[config.mk]
export PLATFORM = sky130hd
export DESIGN_NAME = approx_madd_pipe
export DESIGN_NICKNAME = d
export VERILOG_FILES = /design/src/rtl/approx_madd_pkg.sv /design/src/rtl/approx_madd_core.sv /design/src/rtl/approx_madd_pipe.sv
export SDC_FILE = /design/constraint.sdc
export NUM_CORES = 1
export LEC_CHECK = 0
export BUFFER_PORTS_ARGS = -buffer_cell sky130_fd_sc_hd__clkbuf_2
export CORE_MARGIN = 5
export CORE_UTILIZATION = 30
export CTS_CLUSTER_SIZE = 20
export DETAILED_ROUTE_END_ITERATION = 6
export PLACE_DENSITY_LB_ADDON = 0.12
export SLEW_MARGIN = 5
export SYNTH_ARGS = -nofsm -noshare
export SYNTH_HDL_FRONTEND = slang
export SYNTH_SLANG_ARGS = --single-unit
[constraint.sdc]
create_clock -name clk -period 10.91 [get_ports clk]
set_input_delay 2.182 -clock clk [delete_from_list [all_inputs] [get_ports clk]]
set_output_delay 2.182 -clock clk [all_outputs]
set_load 0.005 [all_outputs]
[src/rtl/approx_madd_pkg.sv]
// Shared width helpers, partial-product column mask and stage payload type for the
// approximate multiply-add pipeline.
package approx_madd_pkg;

  function automatic int unsigned out_w(input int unsigned w);
    return 2 * w;
  endfunction

  function automatic int unsigned lvl_w(input int unsigned w);
    return $clog2(2 * w) + 1;
  endfunction

  // The top column 2W-2 is never dropped, so large levels clamp to it.
  function automatic logic pp_keep(input int i, input int j, input int k, input int w);
    int top_col;
    int k_eff;
    top_col = 2 * w - 2;
    k_eff   = (k > top_col) ? top_col : k;
    return (i + j) >= k_eff;
  endfunction

  typedef struct packed {
    logic valid;
    logic viol;
  } stage_flags_t;

endpackage

[src/rtl/approx_madd_core.sv]
// Combinational exact and column-truncated approximate a*b + c.
module approx_madd_core
  import approx_madd_pkg::*;
#(
  parameter int unsigned W     = 4,
  parameter int unsigned OUT_W = 8,
  parameter int unsigned LVL_W = 4
) (
  input  logic [W-1:0]     a,
  input  logic [W-1:0]     b,
  input  logic [W-1:0]     c,
  input  logic [LVL_W-1:0] k,
  output logic [OUT_W-1:0] sum_exact,
  output logic [OUT_W-1:0] sum_approx
);

  always_comb begin
    sum_exact  = OUT_W'(a) * OUT_W'(b) + OUT_W'(c);
    sum_approx = OUT_W'(c);
    for (int i = 0; i < W; i++) begin
      for (int j = 0; j < W; j++) begin
        if (a[i] && b[j] && pp_keep(i, j, int'(32'(k)), int'(W))) begin
          sum_approx = sum_approx + (OUT_W'(1) << (i + j));
        end
      end
    end
  end

endmodule

[src/rtl/approx_madd_pipe.sv]
// Two-stage valid/ready approximate multiply-add with error threshold and saturating
// statistics (transactions, violations, maximum error).
module approx_madd_pipe
  import approx_madd_pkg::*;
#(
  parameter int unsigned W     = 4,
  parameter int unsigned ET    = 7,
  parameter int unsigned CNT_W = 16
) (
  input  logic                  clk,
  input  logic                  rst,
  input  logic                  in_valid,
  output logic                  in_ready,
  input  logic [W-1:0]          a,
  input  logic [W-1:0]          b,
  input  logic [W-1:0]          c,
  input  logic [$clog2(2*W):0]  lvl,
  output logic                  out_valid,
  input  logic                  out_ready,
  output logic [2*W-1:0]        y,
  output logic [2*W-1:0]        y_exact,
  output logic [2*W-1:0]        err,
  output logic                  viol,
  input  logic                  stat_clr,
  output logic [CNT_W-1:0]      txn_cnt,
  output logic [CNT_W-1:0]      viol_cnt,
  output logic [2*W-1:0]        max_err
);

  localparam int unsigned OUT_W = out_w(W);
  localparam int unsigned LVL_W = lvl_w(W);

  logic             en;
  logic             hs;
  logic [OUT_W-1:0] core_exact;
  logic [OUT_W-1:0] core_approx;
  logic [OUT_W-1:0] s1_diff;

  logic             s1_valid_q;
  logic [OUT_W-1:0] s1_exact_q;
  logic [OUT_W-1:0] s1_approx_q;

  stage_flags_t     s2_q;
  logic [OUT_W-1:0] y_q;
  logic [OUT_W-1:0] y_exact_q;
  logic [OUT_W-1:0] err_q;

  logic [CNT_W-1:0] txn_cnt_q;
  logic [CNT_W-1:0] viol_cnt_q;
  logic [OUT_W-1:0] max_err_q;

  assign en       = ~s2_q.valid | out_ready;
  assign in_ready = en;
  assign hs       = s2_q.valid & out_ready;
  assign s1_diff  = s1_exact_q - s1_approx_q;

  approx_madd_core #(
    .W     (W),
    .OUT_W (OUT_W),
    .LVL_W (LVL_W)
  ) u_core (
    .a          (a),
    .b          (b),
    .c          (c),
    .k          (lvl),
    .sum_exact  (core_exact),
    .sum_approx (core_approx)
  );

  always_ff @(posedge clk) begin
    if (rst) begin
      s1_valid_q  <= 1'b0;
      s1_exact_q  <= '0;
      s1_approx_q <= '0;
    end else if (en) begin
      s1_valid_q <= in_valid;
      if (in_valid) begin
        s1_exact_q  <= core_exact;
        s1_approx_q <= core_approx;
      end
    end
  end

  always_ff @(posedge clk) begin
    if (rst) begin
      s2_q      <= '0;
      y_q       <= '0;
      y_exact_q <= '0;
      err_q     <= '0;
    end else if (en) begin
      s2_q.valid <= s1_valid_q;
      if (s1_valid_q) begin
        y_q       <= s1_approx_q;
        y_exact_q <= s1_exact_q;
        err_q     <= s1_diff;
        s2_q.viol <= 32'(s1_diff) > ET;
      end
    end
  end

  // A clear coinciding with a handshake wins; counters stick at all-ones.
  always_ff @(posedge clk) begin
    if (rst || stat_clr) begin
      txn_cnt_q  <= '0;
      viol_cnt_q <= '0;
      max_err_q  <= '0;
    end else if (hs) begin
      if (txn_cnt_q != {CNT_W{1'b1}}) txn_cnt_q <= txn_cnt_q + CNT_W'(1);
      if (s2_q.viol && (viol_cnt_q != {CNT_W{1'b1}})) viol_cnt_q <= viol_cnt_q + CNT_W'(1);
      if (err_q > max_err_q) max_err_q <= err_q;
    end
  end

  assign out_valid = s2_q.valid;
  assign viol      = s2_q.viol;
  assign y         = y_q;
  assign y_exact   = y_exact_q;
  assign err       = err_q;
  assign txn_cnt   = txn_cnt_q;
  assign viol_cnt  = viol_cnt_q;
  assign max_err   = max_err_q;

endmodule

Word-level counts from Yosys, hierarchy flattened

Index checks and enable logic that the tools add are counted.

Logic and storage cells: 103
Register bits: 83
Output and inout port bits: 67
Input port bits: 21

$lt $le $gt $ge: 10
Multiply operators: 1
Muxes and demuxes: 17
Reduce and logical (&&, ||, !) cells: 39
Add/sub/neg operators: 20
Bitwise logic cells: 3
Equal/unequal tests: 2

Operator list:

| kind                                                | number |
|---|---|
| two-way mux 8 bit                                   | 16 |
| >= comparator 4 x 32 -> 1 bit, first input constant | 3 |
| logical AND 1 bit                                   | 33 |
| adder 16 x 1 -> 16 bit, second input constant       | 2 |
| adder 8 x 4 -> 8 bit, second input constant         | 4 |
| >= comparator 3 x 32 -> 1 bit, first input constant | 1 |
| != test 16 bit, second input constant               | 2 |
| adder 8 x 3 -> 8 bit, second input constant         | 3 |
| adder 8 x 5 -> 8 bit, second input constant         | 3 |
| adder 8 x 2 -> 8 bit, second input constant         | 2 |
| adder 8 x 6 -> 8 bit, second input constant         | 2 |
| AND reduction 2 bit                                 | 5 |
| adder 8 x 4 -> 8 bit                                | 1 |
| adder 8 x 7 -> 8 bit, second input constant         | 1 |
| >= comparator 1 x 4 -> 1 bit, first input constant  | 2 |
| > comparator 8 x 3 -> 1 bit, second input constant  | 1 |
| > comparator 8 bit                                  | 1 |
| multiplier 4 x 4 -> 8 bit                           | 1 |
| subtractor 8 bit                                    | 1 |
| adder 4 x 1 -> 5 bit, second input constant         | 1 |
| >= comparator 2 x 4 -> 1 bit, first input constant  | 1 |
| > comparator 4 x 3 -> 1 bit, second input constant  | 1 |
| two-way mux 4 bit                                   | 1 |
| AND 1 bit                                           | 1 |
| 3 further kinds                                     | 3 |

Longest topological paths before layout

Word-level depth: 35
Depth in mapped cells: 48
Depth with buffers taken out: 46

Hierarchy

A second synthesis with hierarchy kept.

Cells, all modules: 818
Area total of the unflattened synthesis: 6472.5 µm²

Modules (own cells, without submodules):

| module           | seq. area each (µm²) | times used | cells each | area an instance (µm²) |
|---|---|---|---|---|
| approx_madd_pipe | 1661.6               | 1          | 456        | 3847.4 |
| approx_madd_core | 0.0                  | 1          | 362        | 2625.0 |

Worst setup path after synthesis

OpenSTA, ideal clock, no wires.

Path type: input-to-reg
From: input lvl[2]
To: register s1_approx_q[7]
Data required time: 10822 ps
Setup time: 88 ps
Arrival: 10929 ps
Buffers on the path: 3
Slack: -107 ps
Stages: 48
Cells stage by stage: or3_1 -> buf_2 -> or3_1 -> nand2_1 -> ha_1 -> nand4_1 -> a21o_1 -> and2_1 -> ha_1 -> nor3_1 -> a41oi_1 -> nand2_1 -> inv_1 -> ha_1 -> a221oi_1 -> and2_1 -> buf_4 -> xnor3_1 -> [12 not listed] -> or3_1 -> and3_1 -> buf_2 -> ha_1 -> and3_1 -> mux2i_1 -> o21a_1 -> xnor2_1 -> ha_1 -> nand2_1 -> xor2_1 -> xnor2_1 -> xnor2_1 -> xnor2_1 -> xnor2_1 -> nor3_1 -> a211o_1 -> a311oi_2

Longest elaborated chain between the ends: 35
Elaborated cells between the ends (all ways): 56
Classes of those cells: add/sub (15); order compare (8); mux (17); reduce/logical (16)

Ends and longest elaborated chain:

| element                      | line                   | RTL |
|---|---|---|
| from (decl)                  | approx_madd_pipe.sv:17 | `input logic [$clog2(2*W):0] lvl,` |
| > comparator 4 x 3 -> 1 bit  | approx_madd_pkg.sv:18  | `k_eff = (k > top_col) ? top_col : k;` |
| two-way mux 4 bit (*)        | approx_madd_pkg.sv:18  |  |
| >= comparator 1 x 4 -> 1 bit | approx_madd_pkg.sv:19  | `return (i + j) >= k_eff;` |
| logical AND 1 bit            | approx_madd_core.sv:22 | `if (a[i] && b[j] && pp_keep(i, j, int'(32'(k)), int'(W))) begin` |
| two-way mux 8 bit            | approx_madd_core.sv:22 |  |
| adder 8 x 2 -> 8 bit         | approx_madd_core.sv:23 | `sum_approx = sum_approx + (OUT_W'(1) << (i + j));` |
| two-way mux 8 bit            | approx_madd_core.sv:22 |  |
| adder 8 x 3 -> 8 bit         | approx_madd_core.sv:23 |  |
| [19 not listed]              | n/a                    |  |
| adder 8 x 4 -> 8 bit         | approx_madd_core.sv:23 |  |
| two-way mux 8 bit            | approx_madd_core.sv:22 |  |
| adder 8 x 5 -> 8 bit         | approx_madd_core.sv:23 |  |
| two-way mux 8 bit            | approx_madd_core.sv:22 |  |
| adder 8 x 6 -> 8 bit         | approx_madd_core.sv:23 |  |
| two-way mux 8 bit            | approx_madd_core.sv:22 |  |
| adder 8 x 7 -> 8 bit         | approx_madd_core.sv:23 |  |
| two-way mux 8 bit (*)        | approx_madd_core.sv:22 |  |
| to (signal assigned)         | approx_madd_pipe.sv:79 | `s1_approx_q <= core_approx;` |
| to (decl)                    | approx_madd_pipe.sv:41 | `logic [OUT_W-1:0] s1_approx_q;` |

Mark *: on every way between the ends. The rest lies on a longest branch, timed or not.
A chain may end at the register's enable or synchronous reset.

Worst setup path in the final report

Same ends and word-level chain as after synthesis.

==> metrics.csv <==
metric,value,unit
Worst Path Max Fanout,5,
total CTS buffers,9,
Slew Limit Fails,0,
Synth area leader,dfxtp_1,
GRT overflow,0,
post-synthesis mux area share,3.110,%
Yosys reg bits,83,
WP buf/inv,3,
Worst Path Arrival,10.72,ns
Final Instance Area,7630,µm²
post-synth cell types,72,
minimum clock period,10.46,ns
largest net degree at the start of global routing,45,
Startpoint Class,input port,
fin nets,979,
pre-CTS setup slack,-0.1139,ns
core area,20360,µm²
clk buf depth,2,
via count,5744,
Starting Density,30.62,%
setup TNS,0,ns
CP most frequent cell,ha_1,
final setup vio count,0,
Max Cap Viol,0,
GRT Util Overall,14.01,%
Max Clk Rate,95.56,MHz
Die Span Y,154.2,µm
Antenna Nets Post-Route,0,
row count,52,
clock latency on the worst-skew pair,0.34,ns
Syn Inst Count,787,
"Primary FF master, synth",dfxtp_1,
worst setup margin,0.4452,ns
Clock Pin Slew Worst Setup and Hold Paths,0.06,ns
HP Class,flip-flop to flip-flop,
first-pass iteration count of the detailed router,5,
Synth Area in Compound Gates,16.61,%
WP data required,11.16,ns
skew final,0.008295,ns
headroom to the max-slew limit,41.77,%
"FFs w/ async S/R, synth",0,%
routability cong.,0.8337,
I/O Buffers,87,
syn_nets,864,
Post-synth top cells,"nand2_1 (113), dfxtp_1 (83), nor2_1 (77)",
most frequent cell after synthesis,nand2_1,
PwrDens,110.7,nW/µm²
Mapped Area,6236,µm²
crit end category,flip-flop,
Root Driver,clkbuf_16,
Post-Route WL,17.04,mm
max incr delay on CP,0.44,ns
"Hold Vio Cnt, Final",0,
fill count,2190,
multi-input logic area,4397,µm²
Synth Area in XOR/XNOR,10.63,%
Post-Synth Adder-Cell Area,12.20,%
critical path class,input port to flip-flop,
Worst-Margin Slew,0.8734,ns
number of hold buffers added after cts,0,
die width,154.2,µm
Ys Warns,0,
# IOs,88,
routed length per placed instance,14.48,µm
Syn-to-layout area delta,22.35,%
critical path's slowest cell,xnor3_2,
Sink Count,83,
Synth Area in Simple Gates,26.30,%
layout cells sized above 1,20.73,%
vias in the first global route,5490,
post-route DRC violation count,0,
number of enable flip-flop cells after synthesis,0,
worst vdd ir,0.05777,mV
Lkg Pwr,0.003263,µW
post-DP HPWL,13.52,mm
placed instance area,7227,µm²
crit-path leading delay family,simple AND/OR/NAND/NOR gates,
sequential fraction of the synthesis area,26.65,%
Sequential cell area,1662,µm²
largest family of logic cells by synthesized area,simple AND/OR/NAND/NOR gates,
outcome,"complete, no violations",
first-pass GRT wire length,28.00,mm
CTS tree,yes,
initial antenna violation count,0,
crit share post-route,95.92,%
Synth top area share,26.65,%
CTS HTree Levels,3,
vias per inst,4.880,
synth top area cells,"dfxtp_1 (27%), ha_1 (9.6%), nand2_1 (6.8%), xnor2_1 (5.1%), nor2_1 (4.6%)",
syn_area_per_cell,7.924,µm²
DR iter-0 viols,220,
area of the die,23770,µm²
# diodes,0,
-- flip-flops by register name (all words and copies together), names as in the netlist --
signal	count
s1_valid_q	1
y	8
txn_cnt	16
s1_approx_q	8
viol_cnt	16
viol	1
out_valid	1
s1_exact_q	8
y_exact	8
err	8
max_err	8
-- power breakdown --
| group | switching (µW) | total (µW) | internal [µW] |
|---|---|---|---|
| Clock | 122 | 306 | 184 |
| Combinational | 116 | 211 | 95.1 |
| Sequential | 12.0 | 328 | 316 |
-- worst paths after layout --
path / start / end / depth (start not counted) / slack [ns]
setup / recovery: lvl[2] / s1_approx_q[7]$_SDFFE_PP0P_ / 46 / 0.45
hold reg to reg: y[4]$_SDFFE_PP0P_ / y[4]$_SDFFE_PP0P_ / 2 / 0.45
hold / removal: y[4]$_SDFFE_PP0P_ / y[4]$_SDFFE_PP0P_ / 2 / 0.45
setup reg to reg: s1_approx_q[1]$_SDFFE_PP0P_ / err[7]$_SDFFE_PP0P_ / 12 / 8.55
-- cell type report --
class | count | share of cell area [%]
Clock buffer | 12 | 3.231
Tap cell | 270 | 4.428
Clock inverter | 4 | 0.6396
Multi-Input combinational cell | 633 | 57.63
Inverter | 42 | 2.066
Sequential cell | 83 | 21.78
Timing Repair Buffer | 133 | 10.23
-- through the flow --
stage	hold slack [ns]	util, %	instances	power [µW]
after global routing	0.4666	37.47	1177	899.2
after global placement	0.4448	35.49	1158	544.4
final	0.4548	37.47	1177	844.7
after floorplan	0.4451	-	787	484.5
after CTS	0.4564	36.94	1174	857.7
after detailed placement	0.4473	35.49	1158	544.5
-- what timing repair did --
action / CTS / global route
buffers inserted: 0 / 3
setup endpoints to repair: 0 / 1
resized for setup: 0 / 17
-- worst reg2reg max path: stages (launching register included) --
cell      delay [ns]
dfxtp_1         0.36
inv_1           0.09
ha_1            0.27
a21o_1          0.18
a21oi_1         0.23
o21bai_1        0.11
a21o_1          0.21
a21o_1          0.18
a21oi_1         0.16
xnor2_1         0.18
nor2_1          0.08
a21oi_1         0.15
nor2_1          0.05
-- layer usage --
metal | part of all wire [%] | GRT usage, % | wire, µm | vias up
met5 | 0 | 0 | 0 | -
met4 | 0.98 | 3.827 | 167 | 0
met3 | 3.6 | 1.872 | 610 | 13
met2 | 45 | 22.88 | 7610 | 101
met1 | 51 | 19.46 | 8651 | 2627
li1 | - | - | - | 3003
-- logic make-up (layout without fill, tap and decap cells) --
kind of cell,after synthesis,after routing
and+or+nand+nor,339,339
AOI/OAI and AO/OA,151,151
DFF,83,83
buffers and inverters,71,191
xor gates and xnor gates,68,68
adders and majority gates,56,56
muxes,19,19
-- cells in the final DEF, fill, tap and decap left out, drive strengths merged, types with 8 or more instances in the layout --
cell	netlist	routed
nand2	113	113
clkbuf	24	99
dfxtp	83	83
nor2	78	78
a21oi	56	56
ha	48	48
buf	5	46
inv	42	43
xnor2	39	39
nand3	29	29
xor2	26	26
and2	23	23
nor3	21	21
and3	16	16
mux2i	16	16
a21o	15	15
a211oi	14	14
nand4	13	13
o21ai	13	13
or3	12	12
fa	8	8
Note: power is estimated with default switching activity, not from simulation.
